File: config.mk
export PLATFORM = sky130hd
export DESIGN_NAME = ahb_arbiter_rr
export DESIGN_NICKNAME = d
export VERILOG_FILES = /design/src/rtl/ahb_arb_pkg.sv /design/src/rtl/ahb_rr_picker.sv /design/src/rtl/ahb_arbiter_rr.sv
export SDC_FILE = /design/constraint.sdc
export NUM_CORES = 1
export LEC_CHECK = 0
export BUFFER_PORTS_ARGS = -buffer_cell sky130_fd_sc_hd__buf_2
export CAP_MARGIN = 20
export CORE_ASPECT_RATIO = 0.9
export CORE_MARGIN = 4
export CORE_UTILIZATION = 40
export DETAILED_ROUTE_END_ITERATION = 10
export PLACE_DENSITY = 0.66
export SETUP_SLACK_MARGIN = 0.05
export SYNTH_ARGS = -nofsm -noshare
export SYNTH_HDL_FRONTEND = slang
export SYNTH_HIERARCHICAL = 1
export SYNTH_SLANG_ARGS = --single-unit
File: constraint.sdc
create_clock -name HCLK -period 4.75 [get_ports HCLK]
set_input_delay 0 -clock HCLK [delete_from_list [all_inputs] [get_ports HCLK]]
set_output_delay 0 -clock HCLK [all_outputs]
set_load 0.02 [all_outputs]
File: src/rtl/ahb_arb_pkg.sv
// Shared types and helpers for the parametrised AHB arbiter.
package ahb_arb_pkg;

  typedef enum logic {ARB_FIXED = 1'b0, ARB_RR = 1'b1} arb_mode_e;

  localparam int ARB_MAX_MASTERS = 16;

  // Master index width; a two-master bus still needs one bit.
  function automatic int arb_mw(input int n);
    return (n <= 2) ? 1 : $clog2(n);
  endfunction

  function automatic logic [$clog2(ARB_MAX_MASTERS)-1:0] onehot2idx(
    input logic [ARB_MAX_MASTERS-1:0] oh
  );
    logic [$clog2(ARB_MAX_MASTERS)-1:0] idx;
    idx = '0;
    for (int i = 0; i < ARB_MAX_MASTERS; i++) begin
      if (oh[i]) idx = idx | ($clog2(ARB_MAX_MASTERS))'(i);
    end
    return idx;
  endfunction

endpackage

File: src/rtl/ahb_rr_picker.sv
// Rotating-priority picker: first set request scanning upward from start_i+1, wrapping.
module ahb_rr_picker
  import ahb_arb_pkg::*;
#(
  parameter int N = 4,
  localparam int MW = arb_mw(N)
) (
  input  logic [N-1:0]  req_i,
  input  logic [MW-1:0] start_i,
  output logic [N-1:0]  gnt_o,
  output logic          valid_o
);

  logic          found;
  logic [MW-1:0] idx;

  always_comb begin
    gnt_o = '0;
    found = 1'b0;
    idx   = '0;
    for (int i = 1; i <= N; i++) begin
      idx = MW'((int'(start_i) + i) % N);
      if (!found && req_i[idx]) begin
        gnt_o[idx] = 1'b1;
        found      = 1'b1;
      end
    end
  end

  assign valid_o = |req_i;

endmodule

File: src/rtl/ahb_arbiter_rr.sv
// AHB bus arbiter: fixed-priority or round-robin grant with lock, SPLIT masking and bounded tenure.
module ahb_arbiter_rr
  import ahb_arb_pkg::*;
#(
  parameter int NUM_MASTERS    = 16,
  parameter int DEFAULT_MASTER = 0,
  parameter int ARB_MODE       = 1,
  parameter int MAX_HOLD       = 16,
  localparam int MW = arb_mw(NUM_MASTERS)
) (
  input  logic                   HCLK,
  input  logic                   HRESET,
  input  logic [NUM_MASTERS-1:0] HBUSREQx,
  input  logic [NUM_MASTERS-1:0] HLOCKx,
  input  logic [NUM_MASTERS-1:0] HSPLIT,
  input  logic                   HSPLITRESP,
  input  logic                   HREADY,
  output logic [NUM_MASTERS-1:0] HGRANTx,
  output logic [MW-1:0]          HMASTER,
  output logic                   HMASTLOCK
);

  localparam int TW = (MAX_HOLD <= 2) ? 1 : $clog2(MAX_HOLD);
  localparam logic [TW-1:0]          TMAX       = TW'(MAX_HOLD - 1);
  localparam logic [NUM_MASTERS-1:0] DEFAULT_OH = NUM_MASTERS'(1) << DEFAULT_MASTER;
  localparam logic [MW-1:0]          DEFAULT_IX = MW'(DEFAULT_MASTER);

  logic [NUM_MASTERS-1:0] grant_q, grant_d;
  logic [NUM_MASTERS-1:0] split_mask_q, split_mask_d;
  logic [TW-1:0]          tenure_q, tenure_d;
  logic [MW-1:0]          rr_ptr_q, rr_ptr_d;
  logic [MW-1:0]          hmaster_q;
  logic                   hmastlock_q;

  logic [MW-1:0]          holder;
  logic [NUM_MASTERS-1:0] eligible, others, pick_gnt;
  logic                   pick_valid;
  logic [MW-1:0]          pick_start;

  // Split set from the current address-phase owner wins over a same-cycle release.
  assign split_mask_d = (split_mask_q & ~HSPLIT)
                      | (HSPLITRESP ? (NUM_MASTERS'(1) << hmaster_q) : '0);

  assign holder     = MW'(onehot2idx(ARB_MAX_MASTERS'(grant_q)));
  assign eligible   = HBUSREQx & ~split_mask_d;
  assign others     = eligible & ~grant_q;
  assign pick_start = (ARB_MODE == int'(ARB_RR)) ? rr_ptr_q : MW'(NUM_MASTERS - 1);

  ahb_rr_picker #(.N(NUM_MASTERS)) u_picker (
    .req_i   (others),
    .start_i (pick_start),
    .gnt_o   (pick_gnt),
    .valid_o (pick_valid)
  );

  // HREADY=1 closes the current transfer; grant, tenure and pointer only move on such edges.
  always_comb begin
    grant_d  = grant_q;
    tenure_d = tenure_q;
    rr_ptr_d = rr_ptr_q;
    if (HREADY) begin
      if (HLOCKx[holder] && !split_mask_d[holder]) begin
        grant_d = grant_q;
      end else if (eligible[holder] && ((tenure_q < TMAX) || !pick_valid)) begin
        tenure_d = (tenure_q == TMAX) ? tenure_q : tenure_q + TW'(1);
      end else if (pick_valid) begin
        grant_d  = pick_gnt;
        tenure_d = '0;
        rr_ptr_d = MW'(onehot2idx(ARB_MAX_MASTERS'(pick_gnt)));
      end else begin
        grant_d  = DEFAULT_OH;
        tenure_d = '0;
      end
    end
  end

  always_ff @(posedge HCLK) begin
    if (HRESET) begin
      grant_q      <= DEFAULT_OH;
      split_mask_q <= '0;
      tenure_q     <= '0;
      rr_ptr_q     <= DEFAULT_IX;
      hmaster_q    <= DEFAULT_IX;
      hmastlock_q  <= 1'b0;
    end else begin
      grant_q      <= grant_d;
      split_mask_q <= split_mask_d;
      tenure_q     <= tenure_d;
      rr_ptr_q     <= rr_ptr_d;
      if (HREADY) begin
        hmaster_q   <= holder;
        hmastlock_q <= HLOCKx[holder];
      end
    end
  end

  assign HGRANTx   = grant_q;
  assign HMASTER   = hmaster_q;
  assign HMASTLOCK = hmastlock_q;

  a_grant_onehot: assert property (@(posedge HCLK) disable iff (HRESET) $onehot(HGRANTx));

endmodule

Word-level counts from Yosys, hierarchy flattened

Index checks and enable logic that the tools add are counted.

Word-level logic and storage cells: 274
Flip-flop bits (word level): 45
Input bits: 52

Bitwise logic cells: 24
$lt $le $gt $ge: 34
Equality and inequality tests: 2
Multiplexer cells: 135
Add/sub/neg operators: 17
Shift-type cells: 1
Reductions and logical operators: 55

Operators by type and width:

| cell                                                | count |
|---|---|
| 2-to-1 mux 16 bit                                   | 18 |
| OR 16 bit                                           | 16 |
| < comparator 4 x 5 -> 1 bit, second input constant  | 17 |
| binary-select mux 1 bit (select 4 bit)              | 19 |
| 2-to-1 mux 4 bit                                    | 18 |
| demux 1 bit (select 4 bit)                          | 16 |
| >= comparator 4 x 1 -> 1 bit, second input constant | 16 |
| 2-to-1 mux 1 bit                                    | 52 |
| AND 16 bit                                          | 3 |
| NOT 16 bit                                          | 3 |
| logical AND 1 bit                                   | 33 |
| adder 4 bit, second input constant                  | 8 |
| 2-to-1 mux 3 bit                                    | 8 |
| zero test 1 bit                                     | 17 |
| adder 4 x 3 -> 4 bit, second input constant         | 4 |
| OR reduction 16 bit                                 | 1 |
| left shift 1 x 4 -> 16 bit, first input constant    | 1 |
| adder 4 x 1 -> 4 bit, second input constant         | 3 |
| adder 4 x 2 -> 4 bit, second input constant         | 2 |
| 2-to-1 mux 2 bit                                    | 4 |
| AND reduction 3 bit                                 | 2 |
| == test 4 bit, second input constant                | 1 |
| < comparator 4 bit, second input constant           | 1 |
| AND reduction 4 bit                                 | 1 |
| 3 further kinds                                     | 4 |

Logic depth before layout (Yosys ltp)

Gate-level depths: netlist (run 1).

Depth after elaboration: 69
Gate-level depth with buffers: 20

Modules after synthesis

Netlist (run 1), hierarchy kept.

Modules (own cells, without submodules):

| module         | instances | cells each | area an instance (um2) |
|---|---|---|---|
| ahb_rr_picker  | 1         | 540        | 3937.5 |
| ahb_arbiter_rr | 1         | 334        | 2741.4 |

Least setup slack after synthesis (run 1)

OpenSTA, ideal clock, no wires.

Path kind: reg2reg
Start point: register rr_ptr_q[0] (netlist: pick_start[0])
End point: register rr_ptr_q[1] (netlist: pick_start[1])
Path buffers: 4
Period minus slack after synthesis: 4.505 ns
Library setup time: 0.149 ns
Cell stages (with the launch flop): 19
Data arrival time: 4.356 ns
Data required time: 4.601 ns
Slack: 0.245 ns
Cell sequence: dfxtp_1 -> buf_6 -> inv_2 -> buf_2 -> ha_1 -> buf_2 -> mux2i_1 -> mux4_2 -> mux2_2 -> nand4_4 -> buf_2 -> nor3_1 -> a221o_1 -> a221o_1 -> a211oi_1 -> o2111ai_1 -> or4_1 -> nor2_1 -> a311oi_2

Word-level cells in the longest chain between the ends: 63
Elaborated cells between the ends (all ways): 218
Those cells by class: add/sub (16); order compare (32); mux (109); bitwise (15); reduce/logical (46)

Ends and longest elaborated chain:

| what                                                                 | line                 | RTL |
|---|---|---|
| start, declared                                                      | ahb_arbiter_rr.sv:31 | `logic [MW-1:0] rr_ptr_q, rr_ptr_d;` |
| start signal, assigned                                               | ahb_arbiter_rr.sv:89 | `rr_ptr_q <= rr_ptr_d;` |
| branches (longest 48 deep; another with < comparator 4 x 5 -> 1 bit) | n/a                  |  |
| 2-to-1 mux 16 bit *                                                  | ahb_rr_picker.sv:23  | `if (!found && req_i[idx]) begin` |
| via pick_gnt[2]                                                      | ahb_arbiter_rr.sv:36 | `logic [NUM_MASTERS-1:0] eligible, others, pick_gnt;` |
| 2-to-1 mux 2 bit * (2 in a row)                                      | ahb_arb_pkg.sv:19    | `if (oh[i]) idx = idx \| ($clog2(ARB_MAX_MASTERS))'(i);` |
| 2-to-1 mux 3 bit * (4 in a row)                                      | ahb_arb_pkg.sv:19    |  |
| 2-to-1 mux 4 bit * (8 in a row)                                      | ahb_arb_pkg.sv:19    |  |

Mark *: on every way through the listed nets, which the timed path passes. The select of a mux whose other input is x is not followed.
A chain may end at the register's enable or synchronous reset.

Final worst setup path (run 1)

Start point: register hmaster_q[3] (netlist: HMASTER[3])
End point: register rr_ptr_q[0] (netlist: pick_start[0])

Elaborated cells between the ends (all ways): 142
Those cells by class: shift (1); mux (83); bitwise (21); reduce/logical (37)

RTL lines:

| what                                   | line                 | RTL |
|---|---|---|
| start, declared                        | ahb_arbiter_rr.sv:32 | `logic [MW-1:0] hmaster_q;` |
| start signal, assigned                 | ahb_arbiter_rr.sv:91 | `hmaster_q <= holder;` |
| left shift 1 x 4 -> 16 bit *           | ahb_arbiter_rr.sv:42 | `\| (HSPLITRESP ? (NUM_MASTERS'(1) << hmaster_q) : '0);` |
| 2-to-1 mux 16 bit *                    | ahb_arbiter_rr.sv:42 |  |
| OR 16 bit *                            | ahb_arbiter_rr.sv:42 |  |
| NOT 16 bit *                           | ahb_arbiter_rr.sv:45 | `assign eligible = HBUSREQx & ~split_mask_d;` |
| AND 16 bit *                           | ahb_arbiter_rr.sv:45 |  |
| AND 16 bit *                           | ahb_arbiter_rr.sv:46 | `assign others = eligible & ~grant_q;` |
| via others[6]                          | ahb_arbiter_rr.sv:36 |  |
| binary-select mux 1 bit (select 4 bit) | ahb_rr_picker.sv:23  |  |
| [43 not listed]                        | n/a                  |  |
| 2-to-1 mux 1 bit                       | ahb_rr_picker.sv:23  |  |
| zero test 1 bit                        | ahb_rr_picker.sv:23  |  |
| logical AND 1 bit                      | ahb_rr_picker.sv:23  |  |
| 2-to-1 mux 16 bit *                    | ahb_rr_picker.sv:23  |  |
| via pick_gnt[3]                        | ahb_arbiter_rr.sv:36 |  |
| 2-to-1 mux 2 bit *                     | ahb_arb_pkg.sv:19    |  |
| 2-to-1 mux 3 bit * (4 in a row)        | ahb_arb_pkg.sv:19    |  |
| 2-to-1 mux 4 bit * (8 in a row)        | ahb_arb_pkg.sv:19    |  |

Mark *: on every way through the listed nets, which the timed path passes. The rest lies on a longest branch. The select of a mux whose other input is x is not followed.

==> key figures, run 1 <==
Run status
  – Status: complete, no violations

Clock network
  – Clock Path Buffers: 2
  – Max H-tree Level: 2
  – TritonCTS Buffers: 5
  – Clock sinks: 45
  – Clk slew on worst S/H paths: 70 ps
  – Hold_buf cts: 0
  – CTS tree: done
  – Skew-Pair Late Insertion Delay: 300 ps
  – Root buf cell: clkbuf_16

Power and ir drop
  – Comb power frac: 87.6%
  – Power density cells: 835 mW/mm2
  – Net switching power: 0.00426 W
  – Leak pwr: 3.51 nW
  – VDD IR max: 1.08 mV
  – Sw frac: 58.0%
  – Flop pwr share: 7.4%
  – P_int: 0.00309 W
  – Clock power frac: 5.0%

Worst setup path
  – CP arrival: 4810 ps
  – Critical Path Fanout Max: 6
  – FF-to-FF path depth: 19
  – Startpoint Class: flop
  – Critical path class: reg2reg
  – Setup crit end kind: flop
  – WP data required: 4890 ps

Place
  – Pre-CTS setup slack: -183 ps
  – Inst Count DP: 1,238
  – Input/output buffers: 72
  – Hpwl dp: 26,800 um
  – Placed inst area: 0.00811 mm2
  – Routability congestion estimate: 1.08

Timing
  – Slew Limit Fails: 0
  – Finish-stage setup viols: 0
  – Slew HR: 38.2%
  – RSZ-0062 raised after global routing: true
  – Final period util: 98.3%
  – Final hold viol count: 0
  – Fin crit period: 4670 ps
  – Final setup margin: 79.7 ps
  – Max frequency: 214 MHz
  – Setup Skew: 11.3 ps
  – Slew @ Worst Pin: 928 ps

Final layout
  – Layout fillers: 1,552
  – Area growth syn-to-layout: 31.7%
  – Non-filler cells, final: 1,262
  – Post-route cell area: 0.00879 mm2
  – Register area: 901 um2
  – # diodes: 0
  – Share of post-route cells with drive strength above 1: 38.2%
  – Fin nets: 1,123
  – Multi-input logic area: 0.00576 mm2

Synth
  – Yosys cell types: 94
  – Proportion of synthesized area in mux cells: 13.6%
  – XOR/XNOR share of the synthesized area: 2.08%
  – Compound-Gate Fraction of Synth Area: 26.4%
  – Seq/Total Area, Yosys: 13.5%
  – Most frequent cell after synthesis: nand2_1
  – Syn nets: 943
  – Ranking of synthesized cells by area: dfxtp_1 13%, mux4_2 7.1%, nand2_1 4.0%, nor2_1 3.9%, nand3_1 3.6%
  – Syn_area_per_cell: 7.64 um2
  – Adder and majority cell fraction of the synthesized area: 3.18%
  – Post-Synth Simple-Gate Area: 34.7%
  – FFs w/ async S/R, synth: 0%
  – Post-synth EDFFs: 0
  – Post-synth top cells: 72 x nand2_1, 70 x nor2_1, 48 x nand3_1
  – Synthesized flop and latch total: 45
  – Main combinational cell family by area after synthesis: simple AND/OR/NAND/NOR gates
  – Ys flop type: dfxtp_1
  – Synth top area share: 13.5%
  – Synthesis Warnings: 6
  – Post-Syn Area: 0.00668 mm2
  – Post-Syn Instances: 874
  – Leading area contributor after synthesis: dfxtp_1

Drt
  – Avg WL per Cell: 27.4 um
  – Routed via count: 8,911
  – Drc violations: 0
  – Final WL: 34,600 um
  – ANT nets after route: 0
  – DR pass1 iterations: 6
  – DR iter-0 viols: 1,880
  – Via density: 7.06

Global route
  – Initial antenna violation count: 1
  – First-pass GRT wire length: 50,300 um
  – Vias in the first global route: 8,049
  – Global route overflow: 0
  – All-layer global routing usage: 35.2%
  – Largest net degree at the start of global routing: 49

Hold path
  – Hold WC Path Type: in2reg
  – Hold depth: 2

Die
  – I/O Pins: 73
  – Rows: 44
  – Vert. Die Dim: 131 um
  – Total core area: 0.0162 mm2
  – Die span in x: 144 um
  – Die area: 0.0188 mm2
  – Initial core utilization: 41.1%

Job
  – Max cap viols: 0
==> metrics by stage <==
step                utilization [%]  power [W]  setup TNS (ps)  hold slack [ps]
floorplan                         -    0.00418               0              204
global placement               49.9    0.00631            -547              367
detailed placement             49.9    0.00623            -414              376
CTS                            51.9    0.00672               0             65.2
global route                   54.1    0.00763            -235             78.1
finish                         54.1    0.00734               0             87.9
==> power groups by stage <==
stage / combinational, W / sequential, W / clock, W
floorplan: 0.00362 / 0.000562 / 0
global placement: 0.00578 / 0.000532 / 0
detailed placement: 0.00570 / 0.000532 / 0
global route: 0.00669 / 0.000547 / 0.000392
finish: 0.00643 / 0.000544 / 0.000367
CTS: 0.00582 / 0.000528 / 0.000370
==> path summary, 6_finish.rpt <==
path	start	endpoint	slack, ps
worst max register to register	HMASTER[3]	pick_start[0]	80
worst min register to register	HMASTLOCK	HMASTLOCK	510
worst max-delay path	HMASTER[3]	pick_start[0]	80
worst min-delay path	HREADY	HMASTER[0]	90
==> state kept, by name (all words and copies together) (netlist names) <==
register      cells
split_mask_q     16
tenure_q          4
pick_start        4
HMASTER           4
HGRANTx          16
HMASTLOCK         1
==> layer usage <==
layer	GRT usage [%]	part of all wire, %	vias up
met5	0	0.052	-
li1	-	-	3785
met1	52.4	41	4186
met3	12.7	15	153
met2	46.4	39	785
met4	11.7	4.7	2
==> worst max-delay path, stage by stage, from the launching register on <==
cell and delay (ps):
dfxtp_1 380, buf_4 160, nand3b_1 140, buf_4 170, o22ai_2 110, nor3b_4 310, mux2i_2 150, mux4_2 560
mux2i_1 250, buf_4 200, nor4_4 60, and3_1 260, buf_4 210, a32oi_1 200, nand3_1 100, nor3_1 260
nand3_2 190, or4_4 550, nor3_2 150, a311oi_2 110
==> cell type report <==
type / count / share of cell area, %
multi-input cells: 734 / 65.6
repair buffers: 233 / 18.0
flip-flops and latches: 45 / 10.2
well taps: 207 / 2.95
clock buffers: 6 / 1.58
inverters: 35 / 1.49
clock inverters: 2 / 0.157
==> cells by family after synthesis <==
kind of cell / count (synthesis)
AOI/OAI and AO/OA: 242
adders and majority gates: 17
buffers and inverters: 96
and+or+nand+nor: 398
xor gates and xnor gates: 15
muxes: 61
DFF: 45
==> what timing repair did <==
item	4_1_cts	5_1_grt
hold endpoints to repair	0	0
setup buffers	7	7
resized for setup	27	63
setup endpoints to repair	7	20
pin swaps	4	17
gates cloned	0	2
==> cell usage in the layout (no fill, tap or decap), drive strengths merged, types with 5 or more instances in the layout <==
cell	n
nor3b	11
and2	7
nor2	74
or3	5
or4	12
a21oi	38
a22oi	8
nand4	30
a2bb2oi	6
nor2b	14
o211ai	10
inv	34
o31ai	6
a211oi	13
a211o	5
nor4	28
a221o	6
o221ai	9
nand2b	8
xnor2	11
o21ai	42
clkbuf	7
buf	232
mux4	22
o22ai	21
nor3	47
a32oi	10
a311oi	6
dfxtp	45
mux2i	22
nand3	51
ha	17
mux2	17
nand2	76
a31oi	20
and3	22
o32ai	6
(Power assumes the default switching activity.)
==> inputs of run 2 (changes only) <==
- PLACE_DENSITY: 0.66 -> 0.61
- REMOVE_ABC_BUFFERS: default -> 1
==> key figures, run 2 (same netlist as run 1, synthesis figures left out) <==
Run status
  – Status: complete, no violations

Worst setup path
  – Worst setup path start: HMASTER[2]
  – Worst path slowest cell: or4_1
  – Worst reg2reg startpoint: HMASTER[2]
  – Reg2Reg Setup Slack: 80 ps
  – CP max stage delay: 580 ps
  – Startpoint Class: flop
  – CP cell instances: buf_4 -> nand3b_1 -> buf_4 -> a2bb2oi_4 -> nand2_1 -> nor2_1 -> buf_4 -> mux4_2 -> mux2_4 -> buf_4 -> mux2i_4 -> nand4_2 -> or4_1 -> nor4_2 -> nor3_1 -> buf_4 -> o21ai_1 -> a211o_1 -> or4_1 -> nor3_2 -> a311oi_2
  – Critical path class: reg2reg
  – Most common cell on crit path: buf_4
  – Critical Path Fanout Max: 5
  – CP arrival: 4870 ps
  – WP data required: 4950 ps
  – Setup crit end kind: flop

Global route
  – Initial antenna violation count: 0
  – First-pass GRT wire length: 51,300 um
  – All-layer global routing usage: 36.6%
  – Vias in the first global route: 7,962
  – Global route overflow: 0
  – Largest net degree at the start of global routing: 49

Place
  – Inst Count DP: 1,285
  – Placed inst area: 0.00850 mm2
  – Input/output buffers: 72
  – Hpwl dp: 28,100 um
  – Routability congestion estimate: 1.08

Drt
  – Routed via count: 8,964
  – Via density: 6.82
  – DR iter-0 viols: 1,367
  – Drc violations: 0
  – Avg WL per Cell: 27.0 um
  – DR pass1 iterations: 8
  – ANT nets after route: 0
  – Final WL: 35,500 um

Final layout
  – Share of post-route cells with drive strength above 1: 41.8%
  – Layout Utilization: 57.3%
  – Most frequent cells in the layout: 202 x buf_4, 72 x buf_2, 70 x nand2_1, 62 x nor2_1, 44 x nand3_1
  – Fin nets: 1,176
  – Post-route cell area: 0.00930 mm2
  – Layout fillers: 1,535
  – Register area: 908 um2
  – Area growth syn-to-layout: 39.2%
  – Most common cell after layout, fill and taps aside: buf_4
  – Multi-input logic area: 0.00579 mm2
  – Non-filler cells, final: 1,314
  – # diodes: 0

Clock network
  – Clock sinks: 45
  – Clock Path Buffers: 2
  – Skew-Pair Late Insertion Delay: 290 ps
  – Max H-tree Level: 2
  – TritonCTS Buffers: 5
  – Root buf cell: clkbuf_16
  – CTS tree: done
  – Hold_buf cts: 0
  – Clk slew on worst S/H paths: 60 ps

Timing
  – Slew @ Worst Pin: 956 ps
  – Final hold viol count: 0
  – Setup Skew: 7.30 ps
  – Max frequency: 214 MHz
  – Slew HR: 36.3%
  – RSZ-0062 raised after global routing: true
  – Finish-stage setup viols: 0
  – Slew Limit Fails: 0
  – Final period util: 98.3%
  – Fin crit period: 4670 ps
  – Setup tns final: 0 ps

Hold path
  – Worst Min Path Start: HSPLIT[13]
  – Hold WC Path Type: in2reg

Die
  – Die area: 0.0188 mm2
  – Rows: 44
  – Die span in x: 144 um
  – I/O Pins: 73
  – Vert. Die Dim: 131 um
  – Initial core utilization: 41.1%
  – Total core area: 0.0162 mm2

Power and ir drop
  – Power density cells: 828 mW/mm2
  – VDD IR max: 0.772 mV
  – Leak pwr: 3.77 nW

Job
  – Max cap viols: 0
[run 2: layer usage]
metal | global-route usage [%] | wire length (um) | vias up
li1 | - | - | 3891
met1 | 55.8 | 15400 | 4325
met2 | 48.6 | 14100 | 661
met3 | 14.1 | 5210 | 87
met4 | 6.47 | 741 | 0
met5 | 0 | 0 | -
[run 2: worst paths after layout]
path	to	depth (start not counted)
max	pick_start[2]	21
min	split_mask_q[13]	3
max reg2reg	pick_start[2]	21
min reg2reg	HMASTLOCK	2
[run 2: stage by stage]
step	hold WS (ps)	setup slack [ps]	total power, W
final	83.1	81.2	0.00770
after global routing	98.1	-57.6	0.00803
after CTS	60.2	41.7	0.00703
after detailed placement	362	-148	0.00657
after global placement	376	-158	0.00668
after floorplan	67.9	-610	0.00396
[run 2: what timing repair did]
action | in CTS | in global routing
setup buffers | 4 | 19
pin swaps | 8 | 43
setup endpoints to repair | 12 | 20
resized for setup | 19 | 89
[run 2: where the power goes]
part	leakage [nW]	switching, W	total [W]	internal (W)
Clock	0.0669	0.000144	0.000338	0.000193
Combinational	3.34	0.00408	0.00681	0.00273
Sequential	0.367	0.000103	0.000551	0.000447
Total	3.77	0.00433	0.00770	0.00337
[run 2: worst max-delay path, delay by kind of cell (launching register included)]
kind / cells / cell delay (ps)
simple gates: 9 / 1560
flops: 1 / 350
buf+inv: 5 / 790
compound gates: 4 / 790
mux: 3 / 1060
[run 2: cell type report]
cell class | instances | area share [%]
clock buffer | 6 | 1.39
clock inverter | 1 | 0.0942
inverter | 35 | 1.45
multi-input combinational | 733 | 62.3
sequential | 45 | 9.77
tap | 207 | 2.78
timing repair buffer | 287 | 22.2
==> inputs of run 3 (changes only) <==
- CORE_ASPECT_RATIO: 0.9 -> 2
==> key figures, run 3 (same netlist as run 1, synthesis figures left out) <==
Run status
  – Status: complete, no violations

Clock network
  – CTS tree: done
  – Root buf cell: clkbuf_16
  – Clock Path Buffers: 2
  – Clock sinks: 45
  – Hold_buf cts: 0
  – Max H-tree Level: 2
  – TritonCTS Buffers: 5
  – Skew-Pair Late Insertion Delay: 300 ps
  – Clk slew on worst S/H paths: 70 ps

Drt
  – DR pass1 iterations: 5
  – ANT nets after route: 0
  – Via density: 6.97
  – Final WL: 42,000 um
  – Drc violations: 0
  – Avg WL per Cell: 31.4 um
  – DR iter-0 viols: 812
  – Routed via count: 9,307

Global route
  – First-pass GRT wire length: 60,400 um
  – Global route overflow: 0
  – Vias in the first global route: 9,424
  – Initial antenna violation count: 0
  – All-layer global routing usage: 43.6%
  – Largest net degree at the start of global routing: 30

Die
  – I/O Pins: 73
  – Initial core utilization: 40.8%
  – Rows: 66
  – Total core area: 0.0164 mm2
  – Die area: 0.0190 mm2
  – Vert. Die Dim: 191 um
  – Die span in x: 99.4 um

Place
  – Input/output buffers: 72
  – Hpwl dp: 32,400 um
  – Inst Count DP: 1,307
  – Placed inst area: 0.00871 mm2
  – Routability congestion estimate: 1.13

Power and ir drop
  – Sw frac: 57.0%
  – Clock power frac: 4.6%
  – VDD IR max: 0.913 mV
  – Comb power frac: 88.6%
  – Flop pwr share: 6.8%
  – Power density cells: 843 mW/mm2
  – P_int: 0.00349 W
  – Leak pwr: 3.95 nW
  – Net switching power: 0.00463 W

Timing
  – Slew Limit Fails: 0
  – Slew @ Worst Pin: 929 ps
  – Final hold slack: 90.1 ps
  – Final hold viol count: 0
  – Slew HR: 37.6%
  – Fin crit period: 4690 ps
  – Max frequency: 213 MHz
  – Finish-stage setup viols: 0
  – Final period util: 98.8%
  – Setup Skew: 7.70 ps

Worst setup path
  – Startpoint Class: flop
  – Critical path class: reg2reg
  – Critical Path Fanout Max: 5
  – WP data required: 4920 ps
  – CP arrival: 4860 ps
  – Setup crit end kind: flop

Job
  – Max cap viols: 0

Final layout
  – Most frequent cells in the layout: 226 x buf_4, 72 x buf_2, 70 x nand2_1, 55 x nor2_1, 44 x nand3_1
  – Register area: 912 um2
  – Area growth syn-to-layout: 44.4%
  – Share of post-route cells with drive strength above 1: 45.1%
  – Non-filler cells, final: 1,336
  – # diodes: 0
  – Layout fillers: 1,559
  – Post-route cell area: 0.00964 mm2
  – Layout Utilization: 59.0%
  – Multi-input logic area: 0.00593 mm2
  – Fin nets: 1,200
  – Most common cell after layout, fill and taps aside: buf_4

Hold path
  – Hold WC Path Type: in2reg
-- run 3: path summary, 6_finish.rpt --
check	startpoint	endpoint	slack, ps	cells past startpoint
setup reg to reg	HMASTER[3]	pick_start[2]	60	16
hold / removal	HREADY	HMASTER[3]	90	2
hold reg to reg	HMASTLOCK	HMASTLOCK	520	2
setup / recovery	HMASTER[3]	pick_start[2]	60	16
-- run 3: cell type report --
class | count | area share [%]
Multi-Input combinational cell | 733 | 61.5
Timing Repair Buffer | 311 | 23.4
Sequential cell | 45 | 9.46
Tap cell | 204 | 2.65
Clock buffer | 6 | 1.44
Inverter | 35 | 1.40
Clock inverter | 2 | 0.143
-- run 3: power groups by stage --
| stage | sequential, W | clock, W | combinational, W |
|---|---|---|---|
| 2_1_floorplan | 0.000595 | 0 | 0.00336 |
| 3_3_place_gp | 0.000535 | 0 | 0.00623 |
| 3_5_place_dp | 0.000537 | 0 | 0.00622 |
| 4_1_cts | 0.000534 | 0.000374 | 0.00635 |
| 5_1_grt | 0.000555 | 0.000389 | 0.00749 |
| 6_report | 0.000553 | 0.000370 | 0.00720 |
-- run 3: metrics by stage --
stage | setup slack [ps] | power (W) | setup TNS, ps
6_report | 56.3 | 0.00812 | 0
2_1_floorplan | -610 | 0.00396 | -5890
5_1_grt | -182 | 0.00843 | -932
3_3_place_gp | -187 | 0.00677 | -850
4_1_cts | 40.3 | 0.00726 | 0
3_5_place_dp | -261 | 0.00676 | -1070
-- run 3: what timing repair did --
item	CTS	global route
buffers inserted	5	17
gates resized for setup	29	112
endpoints found under the setup margin	18	20
pin swaps	6	43
-- run 3: worst max-delay path: stages, from the launching register on --
cell	delay [ps]
dfxtp_4	360
or3b_4	440
o21a_1	220
nand2_1	80
nor2_2	50
mux4_2	500
buf_4	160
mux4_2	480
or3b_2	240
or4_1	150
nor4_4	50
nor3_2	580
o21ai_1	140
a211o_1	350
or4_4	450
nor3_4	210
a311oi_2	110
-- run 3: routing by layer --
layer	part of all wire [%]	global-route usage (%)	up-vias
met5	0	0	-
met4	15	46.7	0
met3	8.5	11.8	352
met2	48	75.0	686
met1	28	38.2	4335
li1	-	-	3934
